$ cat src/rtl/ifetch.sv
// ifetch: single-outstanding instruction fetch unit with a redirectable PC
// and a circular instruction buffer between the icache and the decoder.
module ifetch #(
   parameter int                  DATABITS  = 32,
   parameter int                  ADDRBITS  = 32,
   parameter int                  FIFODEPTH = 4,
   parameter logic [ADDRBITS-1:0] RESETPC   = '0
) (
   input  logic                clk,
   input  logic                reset_n,
   output logic [ADDRBITS-1:0] icache_addr,
   output logic                icache_rdreq,
   input  logic [DATABITS-1:0] icache_out,
   input  logic                icache_out_valid,
   input  logic                icache_ready,
   input  logic                redirect_valid,
   input  logic [ADDRBITS-1:0] redirect_addr,
   output logic [DATABITS-1:0] instr,
   output logic [ADDRBITS-1:0] instr_pc,
   output logic                instr_valid,
   input  logic                instr_ready
);
   localparam int PW = $clog2(FIFODEPTH);
   localparam logic [PW:0] FULL = (PW+1)'(FIFODEPTH);
   typedef enum logic [1:0] {S_FETCH, S_WAIT, S_DISCARD} state_t;
   state_t              state;
   logic [ADDRBITS-1:0] pc, req_pc, redirect_pc;
   logic [DATABITS-1:0] buf_data [FIFODEPTH];
   logic [ADDRBITS-1:0] buf_pc [FIFODEPTH];
   logic [PW-1:0]       wr_ptr, rd_ptr;
   logic [PW:0]         count;
   logic                push, pop;
   assign redirect_pc  = redirect_addr & ~ADDRBITS'(3);
   assign icache_addr  = pc;
   // Requests only issue from S_FETCH, so a full check on count alone keeps the buffer from overflowing.
   assign icache_rdreq = reset_n && state == S_FETCH && icache_ready && count < FULL && !redirect_valid;
   assign push         = state == S_WAIT && icache_out_valid && !redirect_valid;
   assign pop          = instr_ready && instr_valid;
   assign instr_valid  = count != '0;
   assign instr        = instr_valid ? buf_data[rd_ptr] : '0;
   assign instr_pc     = instr_valid ? buf_pc[rd_ptr] : '0;
   always_ff @(posedge clk or negedge reset_n)
      if (!reset_n) begin
         state  <= S_FETCH;
         pc     <= RESETPC;
         req_pc <= '0;
      end else begin
         case (state)
            S_FETCH:
               if (redirect_valid) pc <= redirect_pc;
               else if (icache_rdreq) begin
                  req_pc <= pc;
                  state  <= S_WAIT;
               end
            S_WAIT:
               if (redirect_valid) begin
                  pc    <= redirect_pc;
                  state <= icache_out_valid ? S_FETCH : S_DISCARD;
               end else if (icache_out_valid) begin
                  pc    <= req_pc + ADDRBITS'(4);
                  state <= S_FETCH;
               end
            S_DISCARD: begin
               if (redirect_valid) pc <= redirect_pc;
               if (icache_out_valid) state <= S_FETCH;
            end
            default: state <= S_FETCH;
         endcase
      end
   always_ff @(posedge clk)
      if (push) begin
         buf_data[wr_ptr] <= icache_out;
         buf_pc[wr_ptr]   <= req_pc;
      end
   always_ff @(posedge clk or negedge reset_n)
      if (!reset_n) begin
         wr_ptr <= '0;
         rd_ptr <= '0;
         count  <= '0;
      end else if (redirect_valid) begin
         wr_ptr <= '0;
         rd_ptr <= '0;
         count  <= '0;
      end else begin
         wr_ptr <= wr_ptr + PW'(push);
         rd_ptr <= rd_ptr + PW'(pop);
         count  <= count + (PW+1)'(push) - (PW+1)'(pop);
      end
endmodule

$ cat config.mk
export PLATFORM = sky130hd
export DESIGN_NAME = ifetch
export DESIGN_NICKNAME = d
export VERILOG_FILES = /design/src/rtl/ifetch.sv
export SDC_FILE = /design/constraint.sdc
export NUM_CORES = 1
export LEC_CHECK = 0
export CAP_MARGIN = 40
export CORE_AREA = 3 3 302 185
export CTS_CLUSTER_DIAMETER = 100
export CTS_CLUSTER_SIZE = 28
export DETAILED_ROUTE_END_ITERATION = 8
export DIE_AREA = 0 0 305 188
export SLEW_MARGIN = 20
export SYNTH_ARGS = -nofsm -noshare
export SYNTH_HDL_FRONTEND = slang
export SYNTH_SLANG_ARGS = --single-unit
$ cat constraint.sdc
create_clock -name clk -period 11.29 [get_ports clk]
set_input_delay 1.6935 -clock clk [delete_from_list [all_inputs] [get_ports clk]]
set_output_delay 1.6935 -clock clk [all_outputs]
set_load 0.01 [all_outputs]
==> flow_summary.ini, run 1 <==
[run_status]
status = finished, final reports clean

[detailed_routing]
wl_per_cell_um = 19.9
detail_route.first_pass.iterations = 5
vias_per_cell = 4.36
drc = 0
vias = 7326
initialDrtViolationCount = 587
ant_nets = 0
drt_wl_total_um = 33500

[yosys]
ys.flop_type = edfxtp_1
synthMuxAreaShare_pct = 11.0
syn-mean-instance-area_um2 = 16.6
ys_types = 41
syn_area_mm2 = 0.0132
synthesis.nets = 873
synth_compound_area_share_pct = 2.99
synth-async-reset-ratio_pct = 22.2
syn_inst = 799
synth_common_cells = edfxtp_1 (256), nand2_1 (121), dfrtp_1 (73), and2_1 (66), mux4_2 (64)
synth_edf_count = 256
ys_ff_latch = 329
synthAdderAreaFrac_pct = 0.435
synth_top_family_by_area = multiplexers
synth_top_area_share_pct = 58.1
synthSimpleGateAreaFrac_pct = 10.0
yosysMostFrequentCell = edfxtp_1
yosys_warnings = 0
synth_area_leaders = edfxtp_1 (58%), dfrtp_1 (14%), mux4_2 (11%)
synth_xor_area_share_pct = 2.12
synth-seq-area-share_pct = 71.9
synth_top_area_cell = edfxtp_1

[worst_hold_path]
hold_start = icache_addr[3]
hold_class = reg2reg

[clocking]
cts_made_buffers = 15
cts.clk_slew.worst_paths_ns = 0.10
clkLatencyLatePin_ns = 0.52
post_cts_resized = 0
clk_path_buf_depth = 3
cts_root_buf = clkbuf_16
cts.hold.buffers_added = 0
cts_tree = built
htreeDepth = 1
cts_setup_buffers = 0
cts_sinks = 329

[sta]
fmax_mhz = 196
clock_skew_ns = 0.0233
finalHoldViolCount = 0
finalCritPeriodShare_pct = 45.2
setup_tns_ns = 0
slew_viol_final = 0
setup_viol = 0
slew_headroom_pct = 51.2
rsz0062_at_grt = false
min_period_ns = 5.10
worst_pin_slew_ns = 0.732

[place]
place_congestion = 0.739
placed_cells = 1651
io_buffers = 165
placed_area_mm2 = 0.0158
dp_hpwl_um = 21700

[floorplan]
die_x_um = 305
io_pins = 168
row_count = 66
die_h_um = 188
fp.dieArea_mm2 = 0.0573
start_util_pct = 24.7
core_area_mm2 = 0.0536

[grt]
grt_max_degree = 50
grt.total_usage_pct = 11.6
antenna_found_initial = 1
first_global_vias = 7749
overflow = 0
grt_pass1_wl_um = 50700

[power_and_ir_drop]
clkPwrFrac_pct = 19.3
swShare_pct = 30.4
seqPwrFrac_pct = 49.2
power.switching_uw = 979
power.internal_mw = 2.24
p_per_area_mw_per_mm2 = 197
p_leak_nw = 5.41
ir_worst_vdd_v = 0.000106
p_comb_share_pct = 31.5

[setup_path]
path_class = in2out
worstPathRequired_ns = 9.60
crit_fanout = 32
worstPathArrival_ns = 3.41
startpoint_type = input pin
critPathLaunch = redirect_valid
r2r_start = state[0]
crit_path_end_kind = primary output

[finish]
diodes = 0
postLayoutCellArea_mm2 = 0.0163
syn2layout_area_growth_pct = 23.3
fin_nets = 1034
drive_gt1_share_pct = 12.6
fillers = 5246
final-instance-count-excl-fill = 1682

[flow_run]
cap_violations = 0
-- worst paths after layout --
path	end	slack (ns)	cells after the start
min in group asynchronous	icache_addr[31]	1.09	1
setup / recovery	icache_rdreq	6.19	6
setup reg to reg	buf_data[3][21]	8.13	5
max in group asynchronous	rd_ptr[1]	9.13	2
hold reg to reg	req_pc[3]	0.51	2
hold / removal	req_pc[3]	0.51	2
-- stage by stage --
stage / power, mW / util (%) / setup slack [ns] / hold slack [ns]
CTS: 3.28 / 30.2 / 5.94 / 0.509
floorplan: 2.09 / - / 3.55 / 0.476
finish: 3.22 / 30.5 / 6.19 / 0.510
detailed placement: 2.64 / 29.4 / 5.96 / 0.481
global placement: 2.63 / 29.4 / 5.57 / 0.475
global route: 3.41 / 30.5 / 6.07 / 0.550
-- critical path, stage by stage --
cell	delay [ns]
clkdlybuf4s50_1	0.40
buf_4	0.25
nor4_1	0.27
nand3_1	0.13
clkinv_1	0.12
clkdlybuf4s50_1	0.54
-- flip-flops by register name, indices dropped and copies added, names as in the netlist --
signal       cells
req_pc          32
buf_data       128
wr_ptr           2
icache_addr     32
count            3
rd_ptr           2
buf_pc         128
state            2
-- area by class of cell --
cell class / instances / area (µm²) / share of cell area [%]
Inverter: 5 / 18.8 / 0.115
Multi-Input combinational cell: 421 / 3550 / 21.8
Sequential cell: 329 / 9520 / 58.3
Timing Repair Buffer: 188 / 1920 / 11.8
Clock buffer: 24 / 409 / 2.51
Tap cell: 714 / 893 / 5.47
Clock inverter: 1 / 8.76 / 0.0537
-- placed cells by master (no fill, tap or decap), types with 9 or more instances in the layout --
master,count
a32oi_1,20
edfxtp_1,256
xor2_1,20
nand3_1,16
mux4_2,64
xnor2_1,12
clkbuf_1,9
o21ai_0,22
nor2_1,18
clkbuf_16,15
dfrtp_1,71
nand2_1,121
clkdlybuf4s50_1,164
and2_1,66
buf_4,16
-- routing by layer --
| layer | vias to the layer above | track usage (%) | share of wire [%] | routed length [µm] |
|---|---|---|---|---|
| li1 | 3327 | - | - | - |
| met1 | 3827 | 16.8 | 48 | 16100 |
| met4 | 0 | 1.90 | 1.5 | 504 |
| met3 | 22 | 2.48 | 5.4 | 1820 |
| met2 | 150 | 18.2 | 45 | 15100 |
| met5 | - | 0 | 0 | 0 |
-- power groups by stage --
| stage | Sequential [mW] | Combinational [mW] | Clock, mW |
|---|---|---|---|
| 2_1_floorplan | 1.55 | 0.543 | 0 |
| 3_3_place_gp | 1.64 | 0.997 | 0 |
| 3_5_place_dp | 1.64 | 1.00 | 0 |
| 4_1_cts | 1.62 | 1.00 | 0.659 |
| 5_1_grt | 1.60 | 1.11 | 0.697 |
| 6_report | 1.58 | 1.01 | 0.621 |
-- kinds of logic (layout without fill, tap and decap cells) --
logic type                 Yosys count  in the layout
xor gates and xnor gates            32             32
muxes                               66             66
AOI/OAI and AO/OA                   61             61
buffers and inverters               49            218
and+or+nand+nor                    258            258
DFF                                329            329
adders and majority gates            4              4
Note: power is estimated with default switching activity, not from simulation.
==> inputs of run 2 (changes only) <==
Clock period 11.29 ns to 4.9 ns, I/O delays scaled along.
==> flow_summary.ini, run 2 (synthesis results as in run 1) <==
[detailed_routing]
dr_wl_met2_um = 15400
vias_per_cell = 4.40
m1WireLength_um = 16100
vias = 7387
drt_wl_total_um = 33200
ant_nets = 0
top_layer = met4
detail_route.first_pass.iterations = 4
dr_wl_met3_um = 1270
initialDrtViolationCount = 562
wl_per_cell_um = 19.8
drc = 0

[sta]
fmax_mhz = 274
rsz0062_at_grt = false
setup_viol = 0
clock_skew_ns = 0.0285
worst_pin_slew_ns = 0.755
finalHoldViolCount = 0
slew_headroom_pct = 49.7
slew_viol_final = 0
setup_tns_ns = 0
min_period_ns = 3.65
finalCritPeriodShare_pct = 74.4

[flow_run]
cap_violations = 0

[floorplan]
core_area_mm2 = 0.0536
fp.dieArea_mm2 = 0.0573
die_x_um = 305
die_h_um = 188
start_util_pct = 24.7
io_pins = 168
row_count = 66

[power_and_ir_drop]
p_per_area_mw_per_mm2 = 457
p_comb_share_pct = 31.0
ir_worst_vdd_v = 0.000204
power.internal_mw = 5.18
clkPwrFrac_pct = 19.6
seqPwrFrac_pct = 49.4
power_mw = 7.44
p_leak_nw = 5.40
power.switching_mw = 2.27
swShare_pct = 30.5

[grt]
overflow = 0
antenna_found_initial = 1
grt_pass1_wl_um = 50600
grt_max_degree = 48
first_global_vias = 7731
grt.total_usage_pct = 11.6

[clocking]
cts_tree = built
cts_made_buffers = 15
clk_path_buf_depth = 3
cts_setup_buffers = 0
htreeDepth = 1
cts_sinks = 329
cts_root_buf = clkbuf_16
post_cts_resized = 0
clkLatencyLatePin_ns = 0.52
cts.clk_slew.worst_paths_ns = 0.11
cts.hold.buffers_added = 0

[setup_path]
crit_fanout = 34
worstPathRequired_ns = 4.16
cpPeakStageDelay_ns = 0.82
r2r_slack_ns = 1.97
path_delay_family = simple AND/OR/NAND/NOR gates
worstPathCellList = or3_2 -> buf_4 -> and2_1 -> clkdlybuf4s50_1
crit_path_end_kind = primary output
cp.buffers_inverters = 2
path_class = reg2out
worstPathArrival_ns = 2.91
startpoint_type = flop
cpMaxStageDelayCell = or3_2

[finish]
final_common_cell = edfxtp_1
postLayoutCellArea_mm2 = 0.0163
final-instance-count-excl-fill = 1680
fillers = 5279
mostFrequentLayoutCells = edfxtp_1 (256), clkdlybuf4s50_1 (164), nand2_1 (121), dfrtp_1 (71), and2_1 (66)
diodes = 0
syn2layout_area_growth_pct = 23.0
fin_nets = 1033
largestRegisters = buf_data (128), buf_pc (128)
drive_gt1_share_pct = 12.5

[place]
dp_hpwl_um = 21500
io_buffers = 165
place_congestion = 0.702
placed_area_mm2 = 0.0158
placed_cells = 1655

[worst_hold_path]
hold_class = in2async

[run_status]
status = finished, final reports clean
[run 2: changes by cell type in the layout (fill, tap and decap cells not counted)]
cell       previous run  this run
nor3_2                1         0
nor3b_4               0         1
nor3_4                0         1
clkinv_2              0         1
nand2b_1              1         2
buf_4                16        18
clkbuf_1              9         7
inv_6                 1         0
buf_6                 1         0
clkbuf_16            15        16
nor3b_2               2         1
nand2b_2              1         0
buf_16                2         0
[run 2: power by group through the flow]
stage | clock (mW) | combinational, mW | sequential, mW
final | 1.46 | 2.30 | 3.68
after global routing | 1.64 | 2.52 | 3.73
after floorplan | 0 | 1.25 | 3.57
after global placement | 0 | 2.34 | 3.75
after CTS | 1.54 | 2.38 | 3.68
after detailed placement | 0 | 2.38 | 3.75
[run 2: worst register-to-register path: stages, from the launching register on]
cell     delay (ns)
dfrtp_1        0.44
or3_2          0.82
buf_4          0.40
nand2_1        0.21
xnor2_1        0.14
ha_1           0.16
inv_1          0.05
fa_1           0.37
xnor2_1        0.17
nor2_1         0.06
[run 2: path summary, 6_finish.rpt]
kind / cells after the start / from / end
worst min-delay path: 1 / reset_n / icache_addr[16]
max in group asynchronous: 2 / reset_n / rd_ptr[0]
worst min register to register: 2 / icache_addr[1] / icache_addr[1]
min in group clk: 2 / icache_addr[1] / icache_addr[1]
worst max register to register: 9 / count[1] / count[2]
worst max-delay path: 4 / count[1] / instr_pc[3]
[run 2: final cells by class]
class | count | area, µm² | share of cell area, %
clock inverter | 1 | 5.00 | 0.0307
timing repair buffer | 187 | 1870 | 11.5
sequential | 329 | 9520 | 58.4
inverter | 5 | 18.8 | 0.115
clock buffer | 23 | 427 | 2.62
tap | 714 | 893 | 5.48
multi-input combinational | 421 | 3560 | 21.8
[run 2: per-layer routing]
| metal | vias up | global-route usage (%) |
|---|---|---|
| met2 | 154 | 18.2 |
| li1 | 3327 | - |
| met4 | 0 | 1.82 |
| met3 | 32 | 2.08 |
| met5 | - | 0 |
| met1 | 3874 | 16.9 |
[run 2: through the flow]
step                worst slack (ns)  hold slack [ns]  util (%)
finish                          1.25            0.144      30.4
detailed placement              1.45            0.480      29.6
CTS                             1.14            0.116      30.4
global route                    1.01            0.138      30.4
floorplan                      0.210            0.439         -
global placement                1.48            0.474      29.5
